===== config.mk =====
export PLATFORM = sky130hd
export DESIGN_NAME = demux_1_2
export DESIGN_NICKNAME = d
export VERILOG_FILES = /design/src/rtl/demux_pkg.sv /design/src/rtl/demux_slot.sv /design/src/rtl/demux_1_2.sv
export SDC_FILE = /design/constraint.sdc
export NUM_CORES = 1
export LEC_CHECK = 0
export BUFFER_PORTS_ARGS = -buffer_cell sky130_fd_sc_hd__buf_2
export CAP_MARGIN = 20
export CELL_PAD_IN_SITES_DETAIL_PLACEMENT = 0
export CELL_PAD_IN_SITES_GLOBAL_PLACEMENT = 1
export CORE_UTILIZATION = 40
export CTS_CLUSTER_SIZE = 16
export DETAILED_ROUTE_END_ITERATION = 7
export HOLD_SLACK_MARGIN = 0.02
export PLACE_DENSITY_LB_ADDON = 0.1
export SYNTH_ARGS = -nofsm -noshare
export SYNTH_HDL_FRONTEND = slang
export SYNTH_SLANG_ARGS = --single-unit

===== constraint.sdc =====
create_clock -name clk -period 2.09 [get_ports clk]
set_input_delay 0.627 -clock clk [delete_from_list [all_inputs] [get_ports clk]]
set_output_delay 0.627 -clock clk [all_outputs]
set_load 0.02 [all_outputs]

===== src/rtl/demux_pkg.sv =====
// Shared definitions for the 1-to-2 stream demultiplexer.
//   WIDTH_DEFAULT : default data width in bits
//   CNT_W_DEFAULT : default width of the per-output beat counters
//   chan_e        : output channel identifier (target of a beat)
//   mode_e        : steering mode (by select bit or round-robin)
package demux_pkg;

  localparam int WIDTH_DEFAULT = 8;
  localparam int CNT_W_DEFAULT = 16;

  typedef enum logic {
    CH0 = 1'b0,
    CH1 = 1'b1
  } chan_e;

  typedef enum logic {
    MODE_SEL = 1'b0,
    MODE_RR  = 1'b1
  } mode_e;

endpackage


===== src/rtl/demux_slot.sv =====
// One-entry output buffer with a delivered-beat counter.
//   clk, rst    : clock, asynchronous active-high reset
//   wr_en       : load wr_data into the slot (only raised when can_accept)
//   wr_data     : beat to store
//   valid, data : slot contents presented to the consumer
//   ready       : consumer takes the beat this cycle
//   can_accept  : slot is empty, or full and draining this cycle
//   cnt         : beats delivered (consumer handshakes), wraps naturally
module demux_slot
  import demux_pkg::*;
#(
  parameter int WIDTH = WIDTH_DEFAULT,
  parameter int CNT_W = CNT_W_DEFAULT
) (
  input  logic             clk,
  input  logic             rst,
  input  logic             wr_en,
  input  logic [WIDTH-1:0] wr_data,
  output logic             valid,
  output logic [WIDTH-1:0] data,
  input  logic             ready,
  output logic             can_accept,
  output logic [CNT_W-1:0] cnt
);

  logic drain;

  assign drain      = valid & ready;
  // Drain and fill in the same cycle keeps one beat per cycle flowing.
  assign can_accept = ~valid | drain;

  always_ff @(posedge clk or posedge rst) begin
    if (rst) begin
      valid <= 1'b0;
      data  <= '0;
      cnt   <= '0;
    end else begin
      // A refill takes priority over the clear caused by a drain.
      if (wr_en) begin
        valid <= 1'b1;
        data  <= wr_data;
      end else if (drain) begin
        valid <= 1'b0;
      end
      if (drain) begin
        cnt <= cnt + CNT_W'(1);
      end
    end
  end

endmodule


===== src/rtl/demux_1_2.sv =====
// Registered 1-to-2 stream demultiplexer.
//   clk, rst              : clock, asynchronous active-high reset
//   mode                  : 0 = steer by in_sel, 1 = round-robin
//   in_data/in_sel        : input beat and its target (mode 0 only)
//   in_valid/in_ready     : input handshake
//   outN_data/outN_valid  : buffered beat for output N
//   outN_ready            : consumer N takes the beat
//   cnt0/cnt1             : beats delivered on each output
//
// Handshake rule (all streams): a beat transfers on a rising edge where
// valid and ready are both high. A producer holds valid and data stable
// until the transfer; ready never depends on valid on the same stream.
module demux_1_2
  import demux_pkg::*;
#(
  parameter int WIDTH = WIDTH_DEFAULT,
  parameter int CNT_W = CNT_W_DEFAULT
) (
  input  logic             clk,
  input  logic             rst,
  input  logic             mode,
  input  logic [WIDTH-1:0] in_data,
  input  logic             in_sel,
  input  logic             in_valid,
  output logic             in_ready,
  output logic [WIDTH-1:0] out0_data,
  output logic             out0_valid,
  input  logic             out0_ready,
  output logic [WIDTH-1:0] out1_data,
  output logic             out1_valid,
  input  logic             out1_ready,
  output logic [CNT_W-1:0] cnt0,
  output logic [CNT_W-1:0] cnt1
);

  mode_e mode_q;
  chan_e target;
  logic  rr_ptr;
  logic  acc0;
  logic  acc1;
  logic  xfer;
  logic  wr0;
  logic  wr1;

  assign mode_q = mode_e'(mode);
  assign target = (mode_q == MODE_RR) ? chan_e'(rr_ptr) : chan_e'(in_sel);

  // in_ready only reflects the targeted slot, so a stalled non-target
  // output never blocks traffic to the other one.
  assign in_ready = (target == CH0) ? acc0 : acc1;
  assign xfer     = in_valid & in_ready;
  assign wr0      = xfer & (target == CH0);
  assign wr1      = xfer & (target == CH1);

  // Pointer advances only on an accepted beat in round-robin mode, so a
  // stall or a mode switch never skips an output.
  always_ff @(posedge clk or posedge rst) begin
    if (rst) begin
      rr_ptr <= 1'b0;
    end else if (xfer && (mode_q == MODE_RR)) begin
      rr_ptr <= ~rr_ptr;
    end
  end

  demux_slot #(
    .WIDTH(WIDTH),
    .CNT_W(CNT_W)
  ) u_slot0 (
    .clk       (clk),
    .rst       (rst),
    .wr_en     (wr0),
    .wr_data   (in_data),
    .valid     (out0_valid),
    .data      (out0_data),
    .ready     (out0_ready),
    .can_accept(acc0),
    .cnt       (cnt0)
  );

  demux_slot #(
    .WIDTH(WIDTH),
    .CNT_W(CNT_W)
  ) u_slot1 (
    .clk       (clk),
    .rst       (rst),
    .wr_en     (wr1),
    .wr_data   (in_data),
    .valid     (out1_valid),
    .data      (out1_data),
    .ready     (out1_ready),
    .can_accept(acc1),
    .cnt       (cnt1)
  );

endmodule


Yosys cells after proc, flatten, opt, wreduce, memory -nomap -nowiden
Index checks and enable logic that the tools add are counted.
{"block": "word_totals", "mem_bits_ro": 0, "ramBits": 0, "ff_bits": 51, "memories": 0, "inputBits": 15, "out_inout_bits": 51, "wordCells": 29, "latch_bits": 0}
{"block": "op_classes", "addsub": 2, "n_mul": 0, "n_mux": 6, "bitwise": 11, "n_reduce_logical": 3, "shifts": 0, "magnitude_cmp": 0, "div": 0, "n_eq_ne": 0}
{"cell": "$add A16 B1 Y16 const B", "count": 2}
{"cell": "$mux W1", "count": 6}
{"cell": "$and A1 B1 Y1", "count": 5}
{"cell": "$not A1 Y1", "count": 4}
{"cell": "$reduce_bool A2 Y1", "count": 2}
{"cell": "$or A1 B1 Y1", "count": 2}
{"cell": "$logic_and A1 B1 Y1", "count": 1}

Depth between registers and ports, before layout
{"block": "logic_depth", "depth_word": 6, "depth_mapped": 5}

By module
From an unflattened synthesis, not the netlist that was laid out.
{"block": "hier_totals", "cells_unflattened": 169, "area_unflattened_um2": 2224.6}
{"mod": "demux_slot", "n_inst": 2, "cells_each": 80, "area_per_inst_um2": 1072.3}
{"mod": "demux_1_2", "n_inst": 1, "cells_each": 9, "area_per_inst_um2": 80.1}

Least setup slack after synthesis
No wires, ideal clock.
{"block": "synth_path", "path_kind": "input-to-output", "from": "input mode", "to": "output in_ready", "cell_stages": 2, "required_time_ns": 1.463, "path_buffers": 0, "t_arrival_ns": 1.334, "slack_ns": 0.129, "cell_sequence": "mux2i_2 mux2_2"}
{"block": "synth_between", "elab_chain_len": 2}
{"element": "start, declared", "line_no": "demux_1_2.sv:21", "rtl": "input logic mode,"}
{"element": "$mux W1", "line_no": "demux_1_2.sv:46", "rtl": "assign target = (mode_q == MODE_RR) ? chan_e'(rr_ptr) : chan_e'(in_sel);"}
{"element": "$mux W1", "line_no": "demux_1_2.sv:50", "rtl": "assign in_ready = (target == CH0) ? acc0 : acc1;"}
{"element": "end, declared", "line_no": "demux_1_2.sv:25", "rtl": "output logic in_ready,"}
No other way between the ends.

Final worst setup path
Same ends and word-level chain as after synthesis.

==> results.toml <==
[detailed_routing]
viasPerCell = 4.80
wire_per_inst_um = 13.7
initialDrtViolationCount = 44
postRouteAntennaNets = 0
firstDrtPassIters = 4
route.vias.total = 1498
drc = 0
drt_wl_total_mm = 4.29

[synthesis]
synth_edf_count = 0
yosys_warnings = 0
synthDistinctLibCells = 21
syn-cell-area_sq_um = 2160
synthesis.nets = 181
syn_inst = 164
synth-main-ff-cell = "dfrtp_1"
avgSynthCellArea_sq_um = 13.1
async_reset_ff_share_pct = 100
synth-seq-cells = 51
seq_area_frac_synth_pct = 59.2

[timing]
maxSlewHeadroom_pct = 71.7
setup_viol = 0
grt_setup_unrepaired = "no"
period_needed_ps = 2050
worst_pin_slew_ps = 422
max_freq_mhz = 488
fin_worst_skew_ps = 3.85
timing.hold.ws_ps = 317
post-route-period-util_pct = 98.0
finalHoldViolCount = 0
drv_slew = 0

[critical_path]
worstSetupPathType = "in2out"
cp.arrival_ps = 1420
rr_worst_depth = 5
crit_slowest_cell = "mux2_4"
critPathMaxStageDelay_ps = 320
worstSetupStartpointType = "input port"
path_max_fanout = 2
path_buf_inv = 2
path_cells = "buf_4 -> mux2i_4 -> mux2_4 -> buf_6"
required_ps = 1460
crit_path_end_kind = "output port"
critPathTopFamily = "multiplexers"
cp_num_cells = 4
rrSetupSlack_ps = 530

[final_layout]
layout-drive-gt1-share_pct = 41.7
synthToLayoutAreaGrowth_pct = 26.5
stdcell_area_sq_um = 2730
fin_util_pct = 53.1
layout.nets = 260
final_cells = 312
final_cell_mix = "63 x buf_2, 51 x dfrtp_1, 25 x xnor2_1"
diodes = 0
final_common_cell = "buf_2"

[power_and_ir_drop]
p_leak_nw = 1.36
p_total_mw = 2.85
internal_power_mw = 1.85
vdd_drop_max_uv = 681
comb_power_share_pct = 33.6
power.density_nw_per_um2 = 1050
seqPwrFrac_pct = 48.8
p_sw_share_pct = 35.1
p_sw_mw = 1.00
p_clk_share_pct = 17.6

[floorplan]
start_util_pct = 41.9
die_x_um = 75.4
core_area_sq_um = 5140
die-area_sq_um = 5690
rows = 26
die_h_um = 75.4
io_pins = 66

[placement]
place.gp.congestion = 0.761
port_buffers = 65
dpl.cell_count = 305
dpl.hpwl_mm = 3.19
postPlaceCellArea_sq_um = 2630

[clocking]
root_buffer = "clkbuf_8"
cts_sinks = 51
htreeDepth = 2
cts_hold_buf = 0
clk_pin_slew_ps = 80
numCtsBuffers = 5
cts_tree = "built"
clk_latency_ps = 290
cts_buffer_depth = 2

[status]
status = "complete, no violations"

[global_route]
antenna_found_initial = 0
grt_max_degree = 24
grtUsageTotal_pct = 16.3
grt_overflow = 0
grt_first_pass_wirelength_mm = 6.80
grt_pass1_vias = 1478

[hold_path]
hp-class = "in2async"

[job]
drv_cap = 0
-- layout make-up --
cell class / count / area (sq um)
fill: 492 / 2410
multi-input combinational: 110 / 881
tap: 70 / 87.6
inverter: 3 / 11.3
clock buffer: 6 / 72.6
timing repair buffer: 72 / 399
sequential: 51 / 1280
-- state kept, by name, indices dropped and copies added (netlist names) --
name and cells:
u_slot0.valid 1, u_slot1.valid 1, u_slot0.data 8, u_slot0.cnt 16, u_slot1.cnt 16, u_slot1.data 8, rr_ptr 1
-- metal layers --
| metal | up-vias | track usage, % | wire, um |
|---|---|---|---|
| met5 | - | 0 | 0 |
| li1 | 719 | - | - |
| met3 | 5 | 4.76 | 241 |
| met1 | 727 | 19.5 | 1830 |
| met2 | 47 | 27.3 | 2170 |
| met4 | 0 | 7.41 | 54 |
-- worst reg2reg max path: cells and delay by family (launching register included) --
kind                     cells  cell delay [ps]
flip-flops                   1              440
XOR/XNOR                     1              170
adder cells (fa/ha/maj)      1              170
AND/OR/NAND/NOR              3              700
-- power groups by stage --
stage	clock, mW	sequential, mW	combinational (mW)
2_1_floorplan	0	1.65	0.360
4_1_cts	0.543	1.39	0.962
5_1_grt	0.580	1.43	1.04
3_5_place_dp	0	1.40	0.958
6_report	0.501	1.39	0.959
3_3_place_gp	0	1.39	0.927
-- through the flow --
step | worst slack, ps | TNS [ps]
finish | 41.6 | 0
global route | 16.5 | 0
CTS | 2.32 | 0
detailed placement | -4.01 | -4.01
global placement | -11.0 | -11.0
floorplan | 129 | 0
-- synth_stat cells, types with 2 or more instances --
master | number | area [sq um]
dfrtp_1 | 51 | 1280
xnor2_1 | 25 | 219
nand2_1 | 14 | 52.6
nand3_1 | 13 | 65.1
mux2_2 | 11 | 124
mux2_4 | 8 | 120
nand4_1 | 8 | 50.1
nor2_1 | 7 | 26.3
xor2_1 | 5 | 43.8
and3_1 | 4 | 25.0
nor3_1 | 4 | 20.0
inv_1 | 3 | 11.3
ha_1 | 2 | 25.0
nand2b_1 | 2 | 12.5
-- what timing repair did --
action                     in CTS  in global routing
buffers inserted                0                  1
gates resized for setup         2                  3
pin swaps                       0                  0
setup endpoints to repair       1                  1
-- worst paths after layout --
check	startpoint	end
setup / recovery	mode	in_ready
hold / removal	rst	u_slot1.cnt[15]
setup reg to reg	u_slot0.cnt[0]	u_slot0.cnt[6]
hold reg to reg	u_slot0.cnt[15]	u_slot0.cnt[15]
max in group asynchronous	rst	u_slot1.data[2]
min in group clk	u_slot0.cnt[15]	u_slot0.cnt[15]
-- cell families after synthesis --
kind of cell / share of synthesized area (%)
AO/OA/AOI/OAI: 0.697
multiplexers: 12.0
adder cells (fa/ha/maj): 1.16
flip-flops: 59.2
buffers and inverters: 0.522
AND/OR/NAND/NOR: 14.3
XOR/XNOR: 12.2
No activity file was read; power rests on OpenSTA's default activity.
